$ cat src/rtl/udp_tx_pkg.sv
// Shared types and constants for the UDP transmit framer.
// Combinational only: no latency.
// No flow control of its own.
package udp_tx_pkg;

  typedef enum logic [2:0] {
    IDLE,
    CSUM,
    HEADER,
    PAYLOAD,
    DROP
  } state_t;

  localparam logic [15:0] ETHERTYPE_IPV4 = 16'h0800;
  localparam logic [7:0]  IP_PROTO_UDP   = 8'd17;
  localparam logic [7:0]  IP_VER_IHL     = 8'h45;
  localparam int          HDR_BYTES      = 42;
  localparam int          UDP_HDR_BYTES  = 8;

  // Descriptor latched at header acceptance; ttl already has the default applied.
  typedef struct packed {
    logic [47:0] dest_mac;
    logic [47:0] src_mac;
    logic [5:0]  dscp;
    logic [1:0]  ecn;
    logic [15:0] ident;
    logic [7:0]  ttl;
    logic [31:0] src_ip;
    logic [31:0] dst_ip;
    logic [15:0] src_port;
    logic [15:0] dst_port;
    logic [15:0] udp_len;
  } udp_tx_hdr_t;

  // Ten 16-bit words sum to < 2^20, so two end-around-carry folds always settle.
  function automatic logic [15:0] csum_fold(input logic [31:0] s);
    logic [16:0] s1;
    logic [15:0] s2;
    s1 = {1'b0, s[15:0]} + {1'b0, s[31:16]};
    s2 = s1[15:0] + {15'b0, s1[16]};
    return ~s2;
  endfunction

endpackage

$ cat src/rtl/ip_hdr_csum.sv
// IPv4 header checksum over the latched descriptor (checksum field taken as zero).
// Latency: sum registered on the start cycle; folded result valid the following cycle.
// No backpressure: start_i is a single-cycle pulse and the result is sampled on csum_vld_o.
module ip_hdr_csum
  import udp_tx_pkg::*;
#(
  parameter logic IP_DF = 1'b1
) (
  input  logic        clk_i,
  input  logic        rst_ni,
  input  logic        start_i,
  input  logic [7:0]  dscp_ecn_i,
  input  logic [15:0] ident_i,
  input  logic [7:0]  ttl_i,
  input  logic [15:0] udp_len_i,
  input  logic [31:0] src_ip_i,
  input  logic [31:0] dst_ip_i,
  output logic        csum_vld_o,
  output logic [15:0] csum_o
);

  logic [15:0] ip_len;
  logic [31:0] sum_d;
  logic [31:0] sum_q;
  logic        vld_q;

  assign ip_len = udp_len_i + 16'd20;

  // Stage 1: plain 32-bit sum of the ten header words.
  always_comb begin
    sum_d = {16'b0, IP_VER_IHL, dscp_ecn_i}
          + {16'b0, ip_len}
          + {16'b0, ident_i}
          + {16'b0, 1'b0, IP_DF, 14'b0}
          + {16'b0, ttl_i, IP_PROTO_UDP}
          + {16'b0, src_ip_i[31:16]}
          + {16'b0, src_ip_i[15:0]}
          + {16'b0, dst_ip_i[31:16]}
          + {16'b0, dst_ip_i[15:0]};
  end

  // Capture the stage-1 sum; the valid flag marks the fold cycle.
  always_ff @(posedge clk_i) begin
    if (!rst_ni) begin
      sum_q <= 32'd0;
      vld_q <= 1'b0;
    end else begin
      vld_q <= start_i;
      if (start_i) begin
        sum_q <= sum_d;
      end
    end
  end

  // Stage 2 is combinational from sum_q; the caller registers it on csum_vld_o.
  assign csum_vld_o = vld_q;
  assign csum_o     = csum_fold(sum_q);

endmodule

$ cat src/rtl/udp_tx_framer.sv
// Builds Ethernet II + IPv4 + UDP frames from a header descriptor and byte payload stream.
// Latency: first header byte valid on the third clock edge after the header handshake.
// Backpressure: registered output advances only when empty or accepted; payload tready follows it.
module udp_tx_framer
  import udp_tx_pkg::*;
#(
  parameter logic [7:0] IP_TTL_DEFAULT = 8'd64,
  parameter logic       IP_DF          = 1'b1
) (
  input  logic        logic_clk,
  input  logic        logic_rst_n,
  input  logic        s_udp_hdr_valid,
  output logic        s_udp_hdr_ready,
  input  logic [47:0] s_eth_dest_mac,
  input  logic [47:0] s_eth_src_mac,
  input  logic [5:0]  s_ip_dscp,
  input  logic [1:0]  s_ip_ecn,
  input  logic [15:0] s_ip_identification,
  input  logic [7:0]  s_ip_ttl,
  input  logic [31:0] s_ip_source_ip,
  input  logic [31:0] s_ip_dest_ip,
  input  logic [15:0] s_udp_source_port,
  input  logic [15:0] s_udp_dest_port,
  input  logic [15:0] s_udp_length,
  input  logic [7:0]  s_udp_payload_axis_tdata,
  input  logic        s_udp_payload_axis_tvalid,
  output logic        s_udp_payload_axis_tready,
  input  logic        s_udp_payload_axis_tlast,
  input  logic        s_udp_payload_axis_tuser,
  output logic [7:0]  m_axis_tdata,
  output logic        m_axis_tvalid,
  input  logic        m_axis_tready,
  output logic        m_axis_tlast,
  output logic        m_axis_tuser,
  output logic        busy,
  output logic        error_payload_early_termination,
  output logic        error_payload_overrun,
  output logic        error_bad_length
);

  state_t      state_q, state_d;
  udp_tx_hdr_t hdr_q;
  logic [5:0]  byte_cnt_q;
  logic [15:0] pay_cnt_q;
  logic        bad_q;
  logic [15:0] ip_csum_q;

  logic        csum_vld;
  logic [15:0] csum_val;
  logic        csum_start;

  logic        out_free, hdr_acc, pay_acc, len_bad;
  logic        hdr_last_byte, pay_last_cnt;
  logic [15:0] ip_len;
  logic [335:0] hdr_vec;
  logic [7:0]  hdr_byte;

  logic        out_load, out_last_d, out_user_d;
  logic [7:0]  out_dat_d;
  logic        err_early_d, err_over_d, err_len_d;

  logic [7:0]  m_tdata_q;
  logic        m_tvalid_q, m_tlast_q, m_tuser_q;
  logic        err_early_q, err_over_q, err_len_q;

  assign out_free      = !m_tvalid_q || m_axis_tready;
  assign hdr_acc       = s_udp_hdr_valid && s_udp_hdr_ready;
  assign pay_acc       = s_udp_payload_axis_tvalid && s_udp_payload_axis_tready;
  assign len_bad       = s_udp_length < 16'(UDP_HDR_BYTES);
  assign hdr_last_byte = byte_cnt_q == 6'(HDR_BYTES - 1);
  assign pay_last_cnt  = pay_cnt_q == 16'd1;
  assign csum_start    = (state_q == CSUM) && !csum_vld;

  // Whole 42-byte header as one MSB-first vector; byte n sits at bits [335-8n -: 8].
  assign ip_len  = hdr_q.udp_len + 16'd20;
  assign hdr_vec = {hdr_q.dest_mac, hdr_q.src_mac, ETHERTYPE_IPV4,
                    IP_VER_IHL, hdr_q.dscp, hdr_q.ecn, ip_len, hdr_q.ident,
                    1'b0, IP_DF, 14'b0, hdr_q.ttl, IP_PROTO_UDP, ip_csum_q,
                    hdr_q.src_ip, hdr_q.dst_ip,
                    hdr_q.src_port, hdr_q.dst_port, hdr_q.udp_len, 16'h0000};
  assign hdr_byte = hdr_vec[9'd335 - {byte_cnt_q, 3'b000} -: 8];

  ip_hdr_csum #(
    .IP_DF (IP_DF)
  ) u_csum (
    .clk_i      (logic_clk),
    .rst_ni     (logic_rst_n),
    .start_i    (csum_start),
    .dscp_ecn_i ({hdr_q.dscp, hdr_q.ecn}),
    .ident_i    (hdr_q.ident),
    .ttl_i      (hdr_q.ttl),
    .udp_len_i  (hdr_q.udp_len),
    .src_ip_i   (hdr_q.src_ip),
    .dst_ip_i   (hdr_q.dst_ip),
    .csum_vld_o (csum_vld),
    .csum_o     (csum_val)
  );

  // State register.
  always_ff @(posedge logic_clk) begin
    if (!logic_rst_n) begin
      state_q <= IDLE;
    end else begin
      state_q <= state_d;
    end
  end

  // Next-state logic.
  always_comb begin
    state_d = state_q;
    unique case (state_q)
      IDLE: begin
        if (hdr_acc) begin
          state_d = len_bad ? DROP : CSUM;
        end
      end
      CSUM: begin
        if (csum_vld) begin
          state_d = HEADER;
        end
      end
      HEADER: begin
        if (out_free && hdr_last_byte) begin
          state_d = (pay_cnt_q == 16'd0) ? IDLE : PAYLOAD;
        end
      end
      PAYLOAD: begin
        if (pay_acc) begin
          if (s_udp_payload_axis_tlast) begin
            state_d = IDLE;
          end else if (pay_last_cnt) begin
            state_d = DROP;
          end
        end
      end
      DROP: begin
        if (pay_acc && s_udp_payload_axis_tlast) begin
          state_d = IDLE;
        end
      end
      default: state_d = IDLE;
    endcase
  end

  // Output decode: handshakes, next output byte and error strobes.
  always_comb begin
    s_udp_hdr_ready           = (state_q == IDLE) && logic_rst_n;
    s_udp_payload_axis_tready = 1'b0;
    out_load                  = 1'b0;
    out_dat_d                 = hdr_byte;
    out_last_d                = 1'b0;
    out_user_d                = 1'b0;
    err_early_d               = 1'b0;
    err_over_d                = 1'b0;
    err_len_d                 = 1'b0;
    unique case (state_q)
      IDLE: begin
        err_len_d = hdr_acc && len_bad;
      end
      HEADER: begin
        out_load   = out_free;
        out_last_d = hdr_last_byte && (pay_cnt_q == 16'd0);
      end
      PAYLOAD: begin
        s_udp_payload_axis_tready = out_free;
        out_load                  = pay_acc;
        out_dat_d                 = s_udp_payload_axis_tdata;
        if (s_udp_payload_axis_tlast || pay_last_cnt) begin
          out_last_d = 1'b1;
          // Only a length-consistent end keeps the accumulated frame-bad flag.
          out_user_d = (s_udp_payload_axis_tlast && pay_last_cnt)
                     ? (bad_q || s_udp_payload_axis_tuser) : 1'b1;
        end
        err_early_d = pay_acc && s_udp_payload_axis_tlast && !pay_last_cnt;
        err_over_d  = pay_acc && !s_udp_payload_axis_tlast && pay_last_cnt;
      end
      DROP: begin
        s_udp_payload_axis_tready = 1'b1;
      end
      default: ;
    endcase
  end

  // Descriptor, counters, checksum and error strobes.
  always_ff @(posedge logic_clk) begin
    if (!logic_rst_n) begin
      hdr_q       <= '0;
      byte_cnt_q  <= 6'd0;
      pay_cnt_q   <= 16'd0;
      bad_q       <= 1'b0;
      ip_csum_q   <= 16'd0;
      err_early_q <= 1'b0;
      err_over_q  <= 1'b0;
      err_len_q   <= 1'b0;
    end else begin
      err_early_q <= err_early_d;
      err_over_q  <= err_over_d;
      err_len_q   <= err_len_d;
      if (hdr_acc) begin
        hdr_q.dest_mac <= s_eth_dest_mac;
        hdr_q.src_mac  <= s_eth_src_mac;
        hdr_q.dscp     <= s_ip_dscp;
        hdr_q.ecn      <= s_ip_ecn;
        hdr_q.ident    <= s_ip_identification;
        hdr_q.ttl      <= (s_ip_ttl == 8'd0) ? IP_TTL_DEFAULT : s_ip_ttl;
        hdr_q.src_ip   <= s_ip_source_ip;
        hdr_q.dst_ip   <= s_ip_dest_ip;
        hdr_q.src_port <= s_udp_source_port;
        hdr_q.dst_port <= s_udp_dest_port;
        hdr_q.udp_len  <= s_udp_length;
        pay_cnt_q      <= s_udp_length - 16'(UDP_HDR_BYTES);
        bad_q          <= 1'b0;
        byte_cnt_q     <= 6'd0;
      end
      if ((state_q == CSUM) && csum_vld) begin
        ip_csum_q <= csum_val;
      end
      if ((state_q == HEADER) && out_free) begin
        byte_cnt_q <= byte_cnt_q + 6'd1;
      end
      if ((state_q == PAYLOAD) && pay_acc) begin
        pay_cnt_q <= pay_cnt_q - 16'd1;
        bad_q     <= bad_q || s_udp_payload_axis_tuser;
      end
    end
  end

  // Output register: loads only when empty or its current byte is taken.
  always_ff @(posedge logic_clk) begin
    if (!logic_rst_n) begin
      m_tvalid_q <= 1'b0;
      m_tdata_q  <= 8'd0;
      m_tlast_q  <= 1'b0;
      m_tuser_q  <= 1'b0;
    end else if (out_free) begin
      m_tvalid_q <= out_load;
      if (out_load) begin
        m_tdata_q <= out_dat_d;
        m_tlast_q <= out_last_d;
        m_tuser_q <= out_user_d;
      end
    end
  end

  assign m_axis_tdata                    = m_tdata_q;
  assign m_axis_tvalid                   = m_tvalid_q;
  assign m_axis_tlast                    = m_tlast_q;
  assign m_axis_tuser                    = m_tuser_q;
  assign busy                            = state_q != IDLE;
  assign error_payload_early_termination = err_early_q;
  assign error_payload_overrun           = err_over_q;
  assign error_bad_length                = err_len_q;

endmodule

$ cat config.mk
export PLATFORM = sky130hd
export DESIGN_NAME = udp_tx_framer
export DESIGN_NICKNAME = d
export VERILOG_FILES = /design/src/rtl/udp_tx_pkg.sv /design/src/rtl/ip_hdr_csum.sv /design/src/rtl/udp_tx_framer.sv
export SDC_FILE = /design/constraint.sdc
export NUM_CORES = 1
export LEC_CHECK = 0
export BUFFER_PORTS_ARGS = -buffer_cell sky130_fd_sc_hd__buf_4
export CORE_ASPECT_RATIO = 1.4
export CORE_UTILIZATION = 50
export CTS_CLUSTER_DIAMETER = 200
export DETAILED_ROUTE_END_ITERATION = 8
export GPL_TIMING_DRIVEN = 0
export PLACE_DENSITY_LB_ADDON = 0.25
export SYNTH_ARGS = -nofsm -noshare
export SYNTH_HDL_FRONTEND = slang
export SYNTH_SLANG_ARGS = --single-unit
$ cat constraint.sdc
create_clock -name logic_clk -period 5.9 [get_ports logic_clk]
set_input_delay 1.18 -clock logic_clk [delete_from_list [all_inputs] [get_ports logic_clk]]
set_output_delay 1.18 -clock logic_clk [all_outputs]
set_load 0.005 [all_outputs]
# Word-level counts from Yosys, hierarchy flattened

Cells that the tools add are included.

Flip-flop bits (word level): 329
Memories: 0
Logic and storage cells: 112
Bits in latches: 0
Bits of input ports: 255
RAM bits: 0
Bits in read-only memories: 0

$add $sub $neg: 15
Mux-type cells: 25
Reductions and logical operators: 32
$mul: 0
Shift-type cells: 1
Equal/unequal tests: 12
Order comparisons: 1
Divide/modulo/power cells: 0
Bitwise logic cells: 1

Operator list:

| kind                                                        | count |
|---|---|
| variable part select 343 x 10 -> 8 bit                      | 1 |
| adder 32 x 16 -> 32 bit                                     | 6 |
| adder 32 x 15 -> 32 bit, second input constant              | 1 |
| two-way mux 16 bit                                          | 2 |
| two-way mux 3 bit                                           | 8 |
| adder 15 x 16 -> 17 bit                                     | 1 |
| adder 16 x 16 -> 17 bit                                     | 1 |
| adder 16 x 1 -> 16 bit                                      | 1 |
| adder 16 x 5 -> 16 bit, second input constant               | 1 |
| equality test 16 x 1 -> 1 bit, second input constant        | 1 |
| logical NOT 16 bit                                          | 1 |
| less-than comparator 16 x 4 -> 1 bit, second input constant | 1 |
| two-way mux 8 bit                                           | 2 |
| NOT 16 bit                                                  | 1 |
| subtractor 16 x 1 -> 16 bit, second input constant          | 1 |
| subtractor 16 x 4 -> 16 bit, second input constant          | 1 |
| logical AND 1 bit                                           | 15 |
| case mux 3 bit (5 select lines)                             | 1 |
| two-way mux 6 bit                                           | 2 |
| subtractor 9 bit, first input constant                      | 1 |
| logical NOT 8 bit                                           | 1 |
| inequality test 2 bit, second input constant                | 4 |
| adder 6 x 1 -> 6 bit, second input constant                 | 1 |
| equality test 3 x 2 -> 1 bit, second input constant         | 2 |
| 15 further kinds                                            | 30 |

# Logic depth before layout (Yosys ltp)

Gate-level depths: netlist of run 1.

Word-level depth: 9
Gate-level depth with buffers: 24

# By module

A second synthesis of run 1 with hierarchy kept.

Cells, all modules: 2,283
Area total of the unflattened synthesis: 18,716.7 sq um

Modules (own cells, without submodules):

| module        | cells each | times used | area each (sq um) |
|---|---|---|---|
| udp_tx_framer | 1,742      | 1          | 13,819.5 |
| ip_hdr_csum   | 541        | 1          | 4,897.2 |

# Worst setup path after synthesis of run 1

No wires, ideal clock.

Path kind: reg-to-reg
Start: register hdr_q[4] in the netlist's numbering
End: register u_csum.sum_q[19]
Cell stages (with the launch flop): 25
Setup slack: 59 ps
Data arrival time: 5,718 ps
Data required time: 5,777 ps
Path buffers: 2
Cells stage by stage: dfxtp_1 > clkbuf_1 > a21oi_1 > xnor2_1 > ha_1 > a21o_1 > a31oi_1 > a21oi_1 > o21ai_1 > xnor2_1 > fa_1 > inv_1 > fa_1 > fa_1 > fa_1 > inv_1 > ha_1 > clkbuf_1 > a2111o_1 > a21oi_1 > a21oi_1 > a32oi_1 > o21ai_1 > o2111ai_1 > a21oi_1

Cells in the longest elaborated chain, start to end: 9

RTL lines:

| what                    | RTL line            | RTL |
|---|---|---|
| start, declared         | udp_tx_framer.sv:42 | `udp_tx_hdr_t hdr_q;` |
| adder 16 x 5 -> 16 bit  | ip_hdr_csum.sv:27   | `assign ip_len = udp_len_i + 16'd20;` |
| adder 15 x 16 -> 17 bit | ip_hdr_csum.sv:32   | `+ {16'b0, ip_len}` |
| adder 32 x 16 -> 32 bit | ip_hdr_csum.sv:33   | `+ {16'b0, ident_i}` |
| adder 32 x 15 -> 32 bit | ip_hdr_csum.sv:34   | `+ {16'b0, 1'b0, IP_DF, 14'b0}` |
| adder 32 x 16 -> 32 bit | ip_hdr_csum.sv:35   | `+ {16'b0, ttl_i, IP_PROTO_UDP}` |
| adder 32 x 16 -> 32 bit | ip_hdr_csum.sv:36   | `+ {16'b0, src_ip_i[31:16]}` |
| adder 32 x 16 -> 32 bit | ip_hdr_csum.sv:37   | `+ {16'b0, src_ip_i[15:0]}` |
| adder 32 x 16 -> 32 bit | ip_hdr_csum.sv:38   | `+ {16'b0, dst_ip_i[31:16]}` |
| adder 32 x 16 -> 32 bit | ip_hdr_csum.sv:39   | `+ {16'b0, dst_ip_i[15:0]};` |
| end signal, assigned    | ip_hdr_csum.sv:50   | `sum_q <= sum_d;` |
| end, declared           | ip_hdr_csum.sv:24   | `logic [31:0] sum_q;` |

No other way between the ends.
A chain may end at the register's enable or synchronous reset.

# Final worst setup path of run 1

Start: register hdr_q[3] in the netlist's numbering
End: register u_csum.sum_q[17]

Same word-level chain as after synthesis.

==> reports/metrics.csv, run 1 <==
stage;metric;value;unit
run_status;violations in the final reports;setup timing;
floorplanning;horizontal extent of the die;164.1;um
placement;PortBufs;270;
worst_setup_path;Worst setup SP type;flip-flop;
drt;drt initial violations;1712;
timing;relative slew slack;14.20;%
floorplanning;area of the core;36010;um^2
global_routing;Congestion Overflow GR;0;
placement;dpl hpwl;56360;um
timing;Least-Margin Pin Slew;1276;ps
worst_setup_path;Critical Path Sink Type;flip-flop;
floorplanning;floorplan row count;82;
logic_synthesis;cell count after synthesis;2254;
timing;# setup viols final;1;
global_routing;gr usage total;38.00;%
drt;Routed Antenna Nets;0;
clock_network;Max H-tree Level;1;
drt;Via density;5.986;
run_status;status;finished, violations left;
final_layout;Diodes inserted;0;
floorplanning;starting density of the core;51.10;%
logic_synthesis;number of enable flip-flop cells after synthesis;0;
placement;pre-CTS WS;-1294;ps
logic_synthesis;number of synthesized register bits;317;
final_layout;NumNets Final;2964;
final_layout;proportion of layout cells with a drive suffix above 1;19.55;%
worst_setup_path;reg2reg end;u_csum.sum_q[17]$_SDFFE_PN0P_;
logic_synthesis;Post-Syn Nets;2643;
floorplanning;I/O pin total;272;
power;Lkg Pwr;0.008960;uW
logic_synthesis;Post-Syn Area per Cell;8.164;um^2
worst_setup_path;worst-path cell with the longest stage delay;fa_1;
clock_network;number of sinks on the clock net;317;
timing;Clock Skew;24.76;ps
timing;unrepaired setup endpoints after global routing;true;
logic_synthesis;sequential cell area fraction in the yosys report;34.48;%
logic_synthesis;Main synth FF type;dfxtp_1;
global_routing;global-route wire length before repair;106000;um
hold_path;Worst Hold Endpoint;hdr_q[194]$_SDFFE_PN0P_;
drt;via count;18318;
worst_setup_path;maximum net fanout on the critical path;4;
logic_synthesis;summed instance area of the synthesized netlist;18400;um^2
global_routing;antenna violations before repair;1;
logic_synthesis;Synth cell types;82;
timing;setup total negative slack;-21.93;ps
drt;drt wl/cell;23.44;um
clock_network;insertion delay to the later sink of the worst-skew pair;600;ps
timing;Max Freq;168.9;MHz
clock_network;clock tree from TritonCTS;done;
clock_network;total CTS buffers;31;
clock_network;CTS Root Cell;clkbuf_16;
clock_network;Max Root-Sink Buffers;3;
power;IR drop worst, VDD;0.001194;V
worst_setup_path;worst reg2reg path depth;25;
drt;remaining design rule violation count;0;
timing;post-route fraction of the period consumed by the critical path;100.4;%
worst_setup_path;largest stage delay on the critical path;560;ps
worst_setup_path;CP required;6380;ps
logic_synthesis;count of yosys warnings during synthesis;0;
worst_setup_path;worst reg-to-reg setup slack;-20;ps
timing;worst hold slack after final layout;456.6;ps
timing;final hold vios;0;
floorplanning;die area;37590;um^2
global_routing;largest net degree at the start of global routing;16;
global_routing;via count of the first global-routing pass;18089;
power;pwr/cell area;464.9;nW/um^2
timing;fin crit period;5922;ps
timing;final worst slack;-21.93;ps
hold_path;class of the tightest hold or removal check;reg -> reg;
final_layout;P&R area growth vs syn;22.75;%
job;count of maximum capacitance violations;0;
placement;area of placed instances;21010;um^2
worst_setup_path;worst endpoint data arrival time;6400;ps
hold_path;Hold Crit Depth;2;
drt;Total Routed Length;71740;um
worst_setup_path;kind of critical path;reg -> reg;
worst_setup_path;worst r2r src;hdr_q[3]$_SDFFE_PN0P_;
final_layout;design area;22590;um^2
floorplanning;Die Height;229.0;um
hold_path;Hold Startpoint;hdr_q[194]$_SDFFE_PN0P_;
timing;max-slew violation total from the final report;0;
worst_setup_path;cell repeated most along the worst path;fa_1;
drt;total iterations of the first detailed-routing run;7;
clock_network;post-CTS clock slew at the launch and capture registers of the worst setup and hold paths;70;ps
placement;RePlAce Congestion;0.9965;
clock_network;hold-fix buffer count after cts;0;
logic_synthesis;fraction of registers with async set/reset;0;%
area by class of cell:
cell class	count	area, um^2
repair buffers	292	2196
inverters	126	473.0
flip-flops and latches	317	6370
well taps	462	578.1
fillers	3188	13420
multi-input cells	1665	11430
plain buffers	142	580.6
clock inverters	15	98.84
clock buffers	41	863.3
cell families after synthesis:
logic type               Yosys count  share of synthesized area (%)
AND/OR/NAND/NOR                  821                          19.20
flip-flops                       317                          34.48
buffers and inverters            272                          5.806
multiplexers                      79                          7.112
XOR/XNOR                          73                          3.515
adder cells (fa/ha/maj)          134                          12.09
AO/OA/AOI/OAI                    558                          17.79
worst max-delay path: cells and delay by family (launching register included):
family | cells | cell delay [ps]
muxes | 1 | 200
AOI/OAI and AO/OA | 12 | 2010
buffers and inverters | 4 | 380
adders and majority gates | 6 | 2480
xor gates and xnor gates | 2 | 370
DFF | 1 | 380
per-layer routing:
layer / GRT usage, % / wire, um / vias to the layer above / part of all wire [%]
met4: 26.82 / 5911 / 2 / 8.2
met3: 4.509 / 5132 / 255 / 7.2
met2: 64.17 / 34570 / 930 / 48
met1: 44.24 / 26110 / 8772 / 36
met5: 0 / 13 / - / 0.018
li1: - / - / 8359 / -
per-stage QoR:
stage	utilization (%)	cells	total power (uW)
5_1_grt	62.73	3060	11200
6_report	62.73	3060	10500
3_5_place_dp	58.34	2986	7834
3_3_place_gp	58.34	2986	7725
2_1_floorplan	-	2254	6289
4_1_cts	61.99	3053	10060
timing repair:
item                       4_1_cts  5_1_grt
setup endpoints to repair       11        6
buffers inserted                14        8
resized for setup               56       32
pin swaps                       23       33
synthesized netlist by cell type, types with 10 or more instances:
cell type  instances  area [um^2]
nand2_1          570         2140
a21o_1            10        75.07
mux4_2            40        900.9
mux2_2            14        157.7
a21oi_1           98        490.5
inv_1            125        469.2
buf_2             19        95.09
mux2i_1           25        250.2
a31oi_1           24        150.1
a211oi_1          14        105.1
fa_1              73         1461
nand3_1           46        230.2
clkbuf_1         104        390.4
a221oi_1          10        87.58
xnor2_1           38        332.8
ha_1              61        763.2
or3_1             17        106.4
buf_1             20        75.07
xor2_1            34        297.8
nor2_1            71        266.5
o21ai_0          293         1466
o211ai_1          12        90.09
dfxtp_1          317         6346
o31ai_1           23        172.7
nor4_1            11        68.82
nand2b_1          13        81.33
nor3_1            28        140.1
sequential cells by signal (all words and copies together) (netlist names):
register and flops:
pay_cnt_q 16, bad_q 1, state_q 3, error_bad_length 1
hdr_q 240, error_payload_overrun 1, ip_csum_q 16, byte_cnt_q 6
m_axis_tdata 8, m_axis_tlast 1, u_csum.csum_vld_o 1, m_axis_tvalid 1
error_payload_early_termination 1, u_csum.sum_q 20, m_axis_tuser 1
power by group:
group | leakage (uW) | internal [uW] | switching [uW]
Clock | 0.000478 | 1030 | 896
Sequential | 0.00261 | 2480 | 350
Combinational | 0.00587 | 2430 | 3300
cells in the final DEF (no fill, tap or decap), types with 8 or more instances in the layout:
| cell type | instances |
|---|---|
| nand2_1 | 570 |
| dfxtp_1 | 310 |
| buf_4 | 292 |
| o21ai_0 | 291 |
| inv_1 | 121 |
| clkbuf_1 | 105 |
| a21oi_1 | 92 |
| fa_1 | 70 |
| nor2_1 | 69 |
| ha_1 | 50 |
| nand3_1 | 46 |
| mux4_2 | 40 |
| clkbuf_16 | 31 |
| xnor2_1 | 30 |
| nor3_1 | 28 |
| xor2_1 | 27 |
| mux2i_1 | 24 |
| o31ai_1 | 23 |
| a31oi_1 | 22 |
| buf_1 | 20 |
| buf_2 | 19 |
| or3_1 | 17 |
| mux2_2 | 14 |
| a211oi_1 | 13 |
| nand2b_1 | 13 |
| o211ai_1 | 12 |
| nor4_1 | 11 |
| a21o_1 | 10 |
| a221oi_1 | 10 |
| ha_4 | 10 |
| nand4_1 | 9 |
| and3_1 | 9 |
| a22oi_1 | 9 |
| xnor2_2 | 8 |
| clkinv_2 | 8 |
how the worst max path moves through the flow:
stage                               start                       endpoint  slack, ps  cells past startpoint
CTS                 hdr_q[2]$_SDFFE_PN0P_  u_csum.sum_q[16]$_SDFFE_PN0P_         10                     24
global route        hdr_q[3]$_SDFFE_PN0P_  u_csum.sum_q[17]$_SDFFE_PN0P_       -170                     25
finish              hdr_q[3]$_SDFFE_PN0P_  u_csum.sum_q[17]$_SDFFE_PN0P_        -20                     25
floorplan           hdr_q[4]$_SDFFE_PN0P_  u_csum.sum_q[19]$_SDFFE_PN0P_         60                     24
global placement    hdr_q[4]$_SDFFE_PN0P_  u_csum.sum_q[15]$_SDFFE_PN0P_      -1260                     24
detailed placement  hdr_q[4]$_SDFFE_PN0P_  u_csum.sum_q[15]$_SDFFE_PN0P_      -1290                     24
No activity file was read; power rests on OpenSTA's default activity.
==> run 2: changes to the inputs <==
--- a/config.mk
+++ b/config.mk
@@ -13,4 +13,5 @@
 export GPL_TIMING_DRIVEN = 0
 export PLACE_DENSITY_LB_ADDON = 0.25
+export SKIP_CTS_REPAIR_TIMING = 1
 export SYNTH_ARGS = -nofsm -noshare
 export SYNTH_HDL_FRONTEND = slang
==> constraint.sdc (replaced) <==
create_clock -name logic_clk -period 5.9 [get_ports logic_clk]
set_input_delay 1.18 -clock logic_clk [delete_from_list [all_inputs] [get_ports logic_clk]]
set_output_delay 1.18 -clock logic_clk [all_outputs]
set_load 0.05 [all_outputs]
==> run 2 against run 1 <==
The flow still finishes with violations (setup timing). Worst setup slack better by 20 ps. Power is 0.78% higher. Sequential power about the same. Sequential share of layout area hardly changed. First-iteration DRC count down 1.8%. Maximum frequency increased by 0.33%. Routed wire length is 0.24% lower. Critical endpoint is now u_csum.sum_q[15]$_SDFFE_PN0P_. Largest power group unchanged. Highest routed layer is now met4.
==> reports/metrics.csv, run 2 (synthesis gave the netlist of run 1 again) <==
stage;metric;value;unit;change
timing;worst hold slack after final layout;457.0;ps;+0.3570 ps
clock_network;CTS Root Cell;clkbuf_16;;
clock_network;clock tree from TritonCTS;done;;
clock_network;total CTS buffers;31;;unchanged
power;Lkg Pwr;0.008932;uW;-0.32%
final_layout;proportion of layout cells with a drive suffix above 1;19.53;%;-0.023 points
run_status;violations in the final reports;setup timing;;
drt;total iterations of the first detailed-routing run;6;;-1
timing;Clock Skew;22.73;ps;-2.029 ps
global_routing;gr usage total;37.73;%;-0.27 points
clock_network;post-CTS clock slew at the launch and capture registers of the worst setup and hold paths;60;ps;about the same
timing;max-slew violation total from the final report;0;;unchanged
worst_setup_path;sum of buffers and inverters on the critical path;2;;-2
final_layout;core utilization of the finished layout;62.63;%;-0.10 points
final_layout;P&R area growth vs syn;22.55;%;
placement;instance count after placement with tap cells included;2986;;unchanged
floorplanning;horizontal extent of the die;164.1;um;unchanged
floorplanning;floorplan row count;82;;unchanged
clock_network;number of sinks on the clock net;317;;unchanged
final_layout;NumNets Final;2962;;-0.067%
global_routing;Congestion Overflow GR;0;;unchanged
clock_network;Max H-tree Level;1;;unchanged
worst_setup_path;cell-by-cell trace of the critical path;a21oi_4 -> xnor2_4 -> ha_4 -> a21o_1 -> a31oi_2 -> a21oi_2 -> o21ai_2 -> o21ai_2 -> xor2_2 -> fa_1 -> inv_1 -> fa_1 -> fa_1 -> fa_1 -> inv_2 -> ha_4 -> a2111o_1 -> a21oi_2 -> a21oi_2 -> a32oi_1 -> o21ai_2 -> a211oi_4 -> o21a_1;;
global_routing;antenna violations before repair;0;;-1
timing;Max Freq;169.4;MHz;+0.33%
timing;setup total negative slack;-2.243;ps;+19.68 ps
timing;final worst slack;-2.243;ps;+19.68 ps
worst_setup_path;reg2reg end;u_csum.sum_q[15]$_SDFFE_PN0P_;;
drt;via count;18258;;-0.33%
drt;remaining design rule violation count;0;;unchanged
floorplanning;die area;37590;um^2;unchanged
final_layout;flip-flop count of the largest register after layout;240;;unchanged
worst_setup_path;number of logic stages on the critical path including buffering;23;;-8.0%
final_layout;Top Registers;hdr_q x240, u_csum.sum_q x20;;
worst_setup_path;largest stage delay on the critical path;600;ps;+40 ps
timing;unrepaired setup endpoints after global routing;true;;
timing;final hold vios;0;;unchanged
worst_setup_path;Critical Path Sink Type;flip-flop;;
worst_setup_path;worst r2r src;hdr_q[2]$_SDFFE_PN0P_;;
hold_path;class of the tightest hold or removal check;reg -> reg;;
global_routing;largest net degree at the start of global routing;16;;unchanged
worst_setup_path;Worst setup startpoint;hdr_q[2]$_SDFFE_PN0P_;;
floorplanning;Die Height;229.0;um;unchanged
clock_network;Max Root-Sink Buffers;3;;unchanged
global_routing;via count of the first global-routing pass;17883;;-1.1%
drt;drt wl/cell;23.40;um;-0.17%
placement;PortBufs;270;;unchanged
drt;Routed Antenna Nets;0;;unchanged
worst_setup_path;maximum net fanout on the critical path;4;;unchanged
drt;drt initial violations;1682;;-1.8%
final_layout;Diodes inserted;0;;unchanged
clock_network;insertion delay to the later sink of the worst-skew pair;600;ps;about the same
timing;fin crit period;5902;ps;-19.68 ps
job;count of maximum capacitance violations;0;;unchanged
floorplanning;I/O pin total;272;;unchanged
placement;RePlAce Congestion;0.9965;;unchanged
placement;dpl hpwl;56360;um;unchanged
timing;post-route fraction of the period consumed by the critical path;100.0;%;-0.33 points
power;post-route total power;10580;uW;+0.78%
drt;Total Routed Length;71570;um;-0.24%
worst_setup_path;cell repeated most along the worst path;fa_1;;
worst_setup_path;CP required;6430;ps;+50 ps
worst_setup_path;worst-path cell with the longest stage delay;fa_1;;
power;IR drop worst, VDD;0.001387;V;+16%
final_layout;register with the highest flop count;hdr_q;;
worst_setup_path;Top delay family on crit path;compound AO/OA/AOI/OAI gates;;
worst_setup_path;worst endpoint data arrival time;6430;ps;+30 ps
timing;relative slew slack;9.190;%;-5.0 points
power;pwr/cell area;469.3;nW/um^2;+0.94%
drt;Via density;5.971;;-0.26%
worst_setup_path;worst reg-to-reg setup slack;-2;ps;+20 ps
timing;# setup viols final;1;;unchanged
floorplanning;area of the core;36010;um^2;unchanged
worst_setup_path;worst reg2reg path depth;23;;-8.0%
final_layout;commonest cells after routing, fill and taps aside;570 x nand2_1, 310 x dfxtp_1, 290 x o21ai_0, 290 x buf_4, 121 x inv_1;;
worst_setup_path;crit path to;u_csum.sum_q[15]$_SDFFE_PN0P_;;
floorplanning;starting density of the core;51.10;%;unchanged
worst_setup_path;kind of critical path;reg -> reg;;
final_layout;final non-filler cell total;3058;;-0.065%
final_layout;leading cell type in the layout, fill and taps excluded;nand2_1;;
worst_setup_path;Worst setup SP type;flip-flop;;
timing;Least-Margin Pin Slew;1351;ps;+74.54 ps
global_routing;global-route wire length before repair;105200;um;-0.77%
run_status;status;finished, violations left;;
[run 2: metrics by stage]
stage | setup WS [ps] | cell area [um^2]
6_report | -2.243 | 22550
5_1_grt | -79.23 | 22550
4_1_cts | -1321 | 21970
3_5_place_dp | -1294 | 21010
3_3_place_gp | -1263 | 21010
2_1_floorplan | 58.85 | 18400
[run 2: per-layer routing]
layer  share of wire (%)  up-vias  GRT usage (%)
met4                 8.0        0          25.64
met2                  48      949          63.99
met5                   0        -              0
met1                  37     8699          44.27
met3                 6.9      239          4.165
li1                    -     8371              -
[run 2: area by class of cell]
class / instances / area [um^2]
fill: 3187 / 13460
clock inverter: 15 / 98.84
tap: 462 / 578.1
multi-input combinational: 1665 / 11410
buffer: 142 / 580.6
sequential: 317 / 6370
clock buffer: 41 / 863.3
inverter: 126 / 473.0
timing repair buffer: 290 / 2181
[run 2: power by group]
part	leakage [uW]	internal (uW)	total [uW]	switching [uW]
sequential	0.00261	2480	2830	346
clock	0.000478	1030	1930	897
combinational	0.00585	2490	5820	3340
total	0.00893	6000	10600	4580
[run 2: worst min-delay path by stage]
stage / slack, ps / from / cells after the start / endpoint
5_1_grt: 470 / ip_csum_q[6]$_SDFFE_PN0P_ / 2 / ip_csum_q[6]$_SDFFE_PN0P_
6_report: 460 / hdr_q[206]$_SDFFE_PN0P_ / 2 / hdr_q[206]$_SDFFE_PN0P_
2_1_floorplan: 430 / ip_csum_q[3]$_SDFFE_PN0P_ / 2 / ip_csum_q[3]$_SDFFE_PN0P_
3_5_place_dp: 450 / hdr_q[161]$_SDFFE_PN0P_ / 2 / hdr_q[161]$_SDFFE_PN0P_
4_1_cts: 460 / hdr_q[161]$_SDFFE_PN0P_ / 2 / hdr_q[161]$_SDFFE_PN0P_
3_3_place_gp: 440 / ip_csum_q[3]$_SDFFE_PN0P_ / 2 / ip_csum_q[3]$_SDFFE_PN0P_
[run 2: worst reg2reg max path: stages, from the launching register on]
cell      delay [ps]
dfxtp_4          370
a21oi_4          240
xnor2_4          190
ha_4             250
a21o_1           180
a31oi_2          190
a21oi_2          100
o21ai_2          220
o21ai_2          130
xor2_2           200
fa_1             600
inv_1             70
fa_1             500
fa_1             440
fa_1             510
inv_2             50
ha_4             160
a2111o_1         380
a21oi_2          130
a21oi_2           60
a32oi_1          220
o21ai_2          140
a211oi_4         340
o21a_1           170
==> run 3: changes to the inputs <==
Settings changed: MAX_ROUTING_LAYER from default to met4.
==> run 3 against run 2 <==
The flow now finishes without violations. Non-clock buffer count shrank 2. Worst setup slack improved by 2.5 ps. Worst hold slack got worse by 0.64 ps. Largest power group unchanged. Highest routed layer unchanged. Power is 2.3% higher. Cell count up 0.13%. Clock power increased by 16%. Cell area grew 0.74%. Critical path type unchanged. Clock-buffer cell count increased by 9.
==> reports/metrics.csv, run 3 (synthesis gave the netlist of run 1 again) <==
stage;metric;value;unit;change
run_status;status;finished clean;;
placement;dpl hpwl;56330;um;about the same
power;Lkg Pwr;0.009014;uW;+0.92%
power;internal portion of total power;6233;uW;+3.8%
clock_network;number of sinks on the clock net;317;;unchanged
power;logic gate share of total power;53.3;%;-1.7 points
final_layout;flip-flop count of the largest register after layout;240;;unchanged
power;power dissipated by switching net loads;4595;uW;+0.34%
final_layout;core utilization of the finished layout;63.09;%;+0.47 points
floorplanning;starting density of the core;51.10;%;unchanged
timing;max-slew violation total from the final report;0;;unchanged
global_routing;busiest grt layer;met2;;
power;sequential group share of total power;26.2;%;-0.5 points
timing;worst hold slack after final layout;456.4;ps;-0.6430 ps
job;count of maximum capacitance violations;0;;unchanged
final_layout;commonest cells after routing, fill and taps aside;570 x nand2_1, 310 x dfxtp_1, 289 x buf_4;;
global_routing;met3 GRT Util;6.356;%;+2.2 points
worst_setup_path;largest stage delay on the critical path;600;ps;about the same
worst_setup_path;worst endpoint data arrival time;6370;ps;-60 ps
global_routing;largest net degree at the start of global routing;14;;-2
global_routing;via count of the first global-routing pass;18364;;+2.7%
drt;via count;18296;;+0.21%
worst_setup_path;Critical Path Sink Type;flip-flop;;
clock_network;insertion delay to the later sink of the worst-skew pair;530;ps;-70 ps
drt;drt wl/cell;23.53;um;+0.55%
clock_network;CTS Root Cell;clkbuf_16;;
global_routing;met1 capacity usage during global routing;43.42;%;-0.86 points
drt;Via density;5.975;;about the same
floorplanning;horizontal extent of the die;164.1;um;unchanged
drt;Total Routed Length;72060;um;+0.68%
worst_setup_path;reg2reg end;u_csum.sum_q[15]$_SDFFE_PN0P_;;
timing;fin crit period;5900;ps;-2.495 ps
clock_network;clock tree from TritonCTS;done;;
placement;RePlAce Congestion;1.022;;+2.5%
worst_setup_path;Top delay family on crit path;adder cells;;
drt;total iterations of the first detailed-routing run;8;;+2
hold_path;Hold Crit Depth;2;;unchanged
timing;Least-Margin Pin Slew;1410;ps;+59.39 ps
timing;unrepaired setup endpoints after global routing;true;;
global_routing;Congestion Overflow GR;0;;unchanged
drt;drt initial violations;1520;;-9.6%
global_routing;global-route wire length before repair;106500;um;+1.2%
worst_setup_path;Worst setup SP type;flip-flop;;
final_layout;register with the highest flop count;hdr_q;;
power;power share of the clock group;20.6;%;+2.4 points
timing;Clock Skew;12.28;ps;-10.45 ps
floorplanning;die area;37590;um^2;unchanged
global_routing;global-route met2 utilization;65.06;%;+1.1 points
global_routing;antenna violations before repair;2;;+2
hold_path;Worst Hold Endpoint;hdr_q[160]$_SDFFE_PN0P_;;
final_layout;leading cell type in the layout, fill and taps excluded;nand2_1;;
clock_network;total CTS buffers;34;;+9.7%
floorplanning;floorplan row count;82;;unchanged
worst_setup_path;cell-by-cell trace of the critical path;a21oi_4 -> xnor2_2 -> ha_1 -> a21o_1 -> a31oi_4 -> a21oi_4 -> o21ai_4 -> xnor2_2 -> fa_1 -> inv_1 -> fa_1 -> fa_1 -> fa_1 -> inv_1 -> ha_4 -> a2111o_1 -> a21oi_2 -> a21oi_2 -> a32oi_1 -> o21ai_2 -> a211oi_4 -> o21a_1;;
clock_network;Max Root-Sink Buffers;3;;unchanged
floorplanning;area of the core;36010;um^2;unchanged
final_layout;design area;22720;um^2;+0.74%
worst_setup_path;sum of buffers and inverters on the critical path;2;;unchanged
timing;final hold vios;0;;unchanged
timing;# setup viols final;0;;-1
floorplanning;Die Height;229.0;um;unchanged
placement;instance count after placement with tap cells included;2986;;unchanged
final_layout;Top Registers;hdr_q x240, u_csum.sum_q x20;;
drt;remaining design rule violation count;0;;unchanged
final_layout;P&R area growth vs syn;23.46;%;
worst_setup_path;cell repeated most along the worst path;fa_1;;
worst_setup_path;kind of critical path;reg -> reg;;
placement;area of placed instances;21010;um^2;unchanged
power;IR drop worst, VDD;0.001430;V;+3.1%
final_layout;NumNets Final;2963;;+0.034%
worst_setup_path;CP required;6370;ps;-60 ps
floorplanning;I/O pin total;272;;unchanged
power;switching share of power;42.44;%;-0.83 points
timing;relative slew slack;5.196;%;-4.0 points
worst_setup_path;worst r2r src;hdr_q[2]$_SDFFE_PN0P_;;
final_layout;final non-filler cell total;3062;;+0.13%
worst_setup_path;maximum net fanout on the critical path;5;;+1
power;pwr/cell area;476.6;nW/um^2;+1.5%
final_layout;proportion of layout cells with a drive suffix above 1;19.44;%;-0.092 points
timing;post-route fraction of the period consumed by the critical path;100.0;%;about the same
worst_setup_path;worst reg2reg path depth;22;;-4.3%
hold_path;Hold Startpoint;hdr_q[160]$_SDFFE_PN0P_;;
worst_setup_path;worst reg-to-reg setup slack;0.3;ps;about the same
global_routing;gr usage total;39.44;%;+1.7 points
hold_path;class of the tightest hold or removal check;reg -> reg;;
drt;Routed Antenna Nets;0;;unchanged
clock_network;post-CTS clock slew at the launch and capture registers of the worst setup and hold paths;60;ps;about the same
timing;Max Freq;169.5;MHz;about the same
placement;PortBufs;270;;unchanged
worst_setup_path;worst-path cell with the longest stage delay;fa_1;;
clock_network;Max H-tree Level;2;;+1
==> run 3: cell types whose count changed in the layout (fill, tap and decap cells not counted), moves of 3 or more <==
cell | before | now
clkinv_2 | 8 | 2
clkbuf_8 | 7 | 11
bufinv_16 | 0 | 3
clkbuf_16 | 31 | 34
ha_1 | 48 | 51
o21ai_2 | 4 | 1
o21ai_4 | 0 | 3
==> run 3: stage by stage <==
stage                     setup TNS (ps)  setup slack (ps)  power [uW]
after global routing              -305.0            -170.7       11500
after floorplan                        0             58.85        6332
after CTS                          -6558             -1339       10120
after detailed placement           -6253             -1286        7861
after global placement             -5731             -1241        7760
final                                  0            0.2518       10830
==> run 3: worst max-delay path by stage <==
stage / end / cells past startpoint / slack [ps] / start
2_1_floorplan: u_csum.sum_q[19]$_SDFFE_PN0P_ / 24 / 60 / hdr_q[4]$_SDFFE_PN0P_
3_3_place_gp: u_csum.sum_q[15]$_SDFFE_PN0P_ / 24 / -1240 / hdr_q[4]$_SDFFE_PN0P_
3_5_place_dp: u_csum.sum_q[15]$_SDFFE_PN0P_ / 24 / -1290 / hdr_q[4]$_SDFFE_PN0P_
4_1_cts: u_csum.sum_q[15]$_SDFFE_PN0P_ / 24 / -1340 / hdr_q[4]$_SDFFE_PN0P_
5_1_grt: u_csum.sum_q[15]$_SDFFE_PN0P_ / 23 / -170 / hdr_q[5]$_SDFFE_PN0P_
6_report: u_csum.sum_q[15]$_SDFFE_PN0P_ / 22 / 0.3 / hdr_q[2]$_SDFFE_PN0P_
==> run 3: per-layer routing <==
metal | share of wire [%] | wire length, um | vias up
li1 | - | - | 8380
met1 | 36 | 26000 | 8719
met2 | 48 | 34680 | 936
met3 | 7.6 | 5497 | 261
met4 | 8.2 | 5884 | 0
met5 | 0 | 0 | -
==> run 3: worst register-to-register path, cell delays in order (launching register included) <==
cell and delay, ps:
dfxtp_4 380, a21oi_4 210, xnor2_2 180, ha_1 300, a21o_1 210, a31oi_4 190, a21oi_4 90, o21ai_4 220
xnor2_2 120, fa_1 600, inv_1 80, fa_1 510, fa_1 440, fa_1 490, inv_1 60, ha_4 240
a2111o_1 440, a21oi_2 140, a21oi_2 70, a32oi_1 220, o21ai_2 130, a211oi_4 340, o21a_1 170
==> run 3: area by class of cell <==
type	instances	area (um^2)
fill	3219	13290
multi-input combinational	1665	11400
sequential	317	6372
timing repair buffer	288	2162
clock buffer	50	1001
buffer	142	580.6
tap	462	578.1
inverter	126	473.0
clock inverter	10	150.1
antenna	2	5.005
==> run 3: power by group through the flow <==
stage	Clock, uW	Combinational [uW]	Sequential, uW
after global routing	2320	6320	2860
after detailed placement	0	5020	2850
after CTS	2230	5080	2800
after floorplan	0	3610	2730
after global placement	0	4930	2830
final	2230	5770	2830
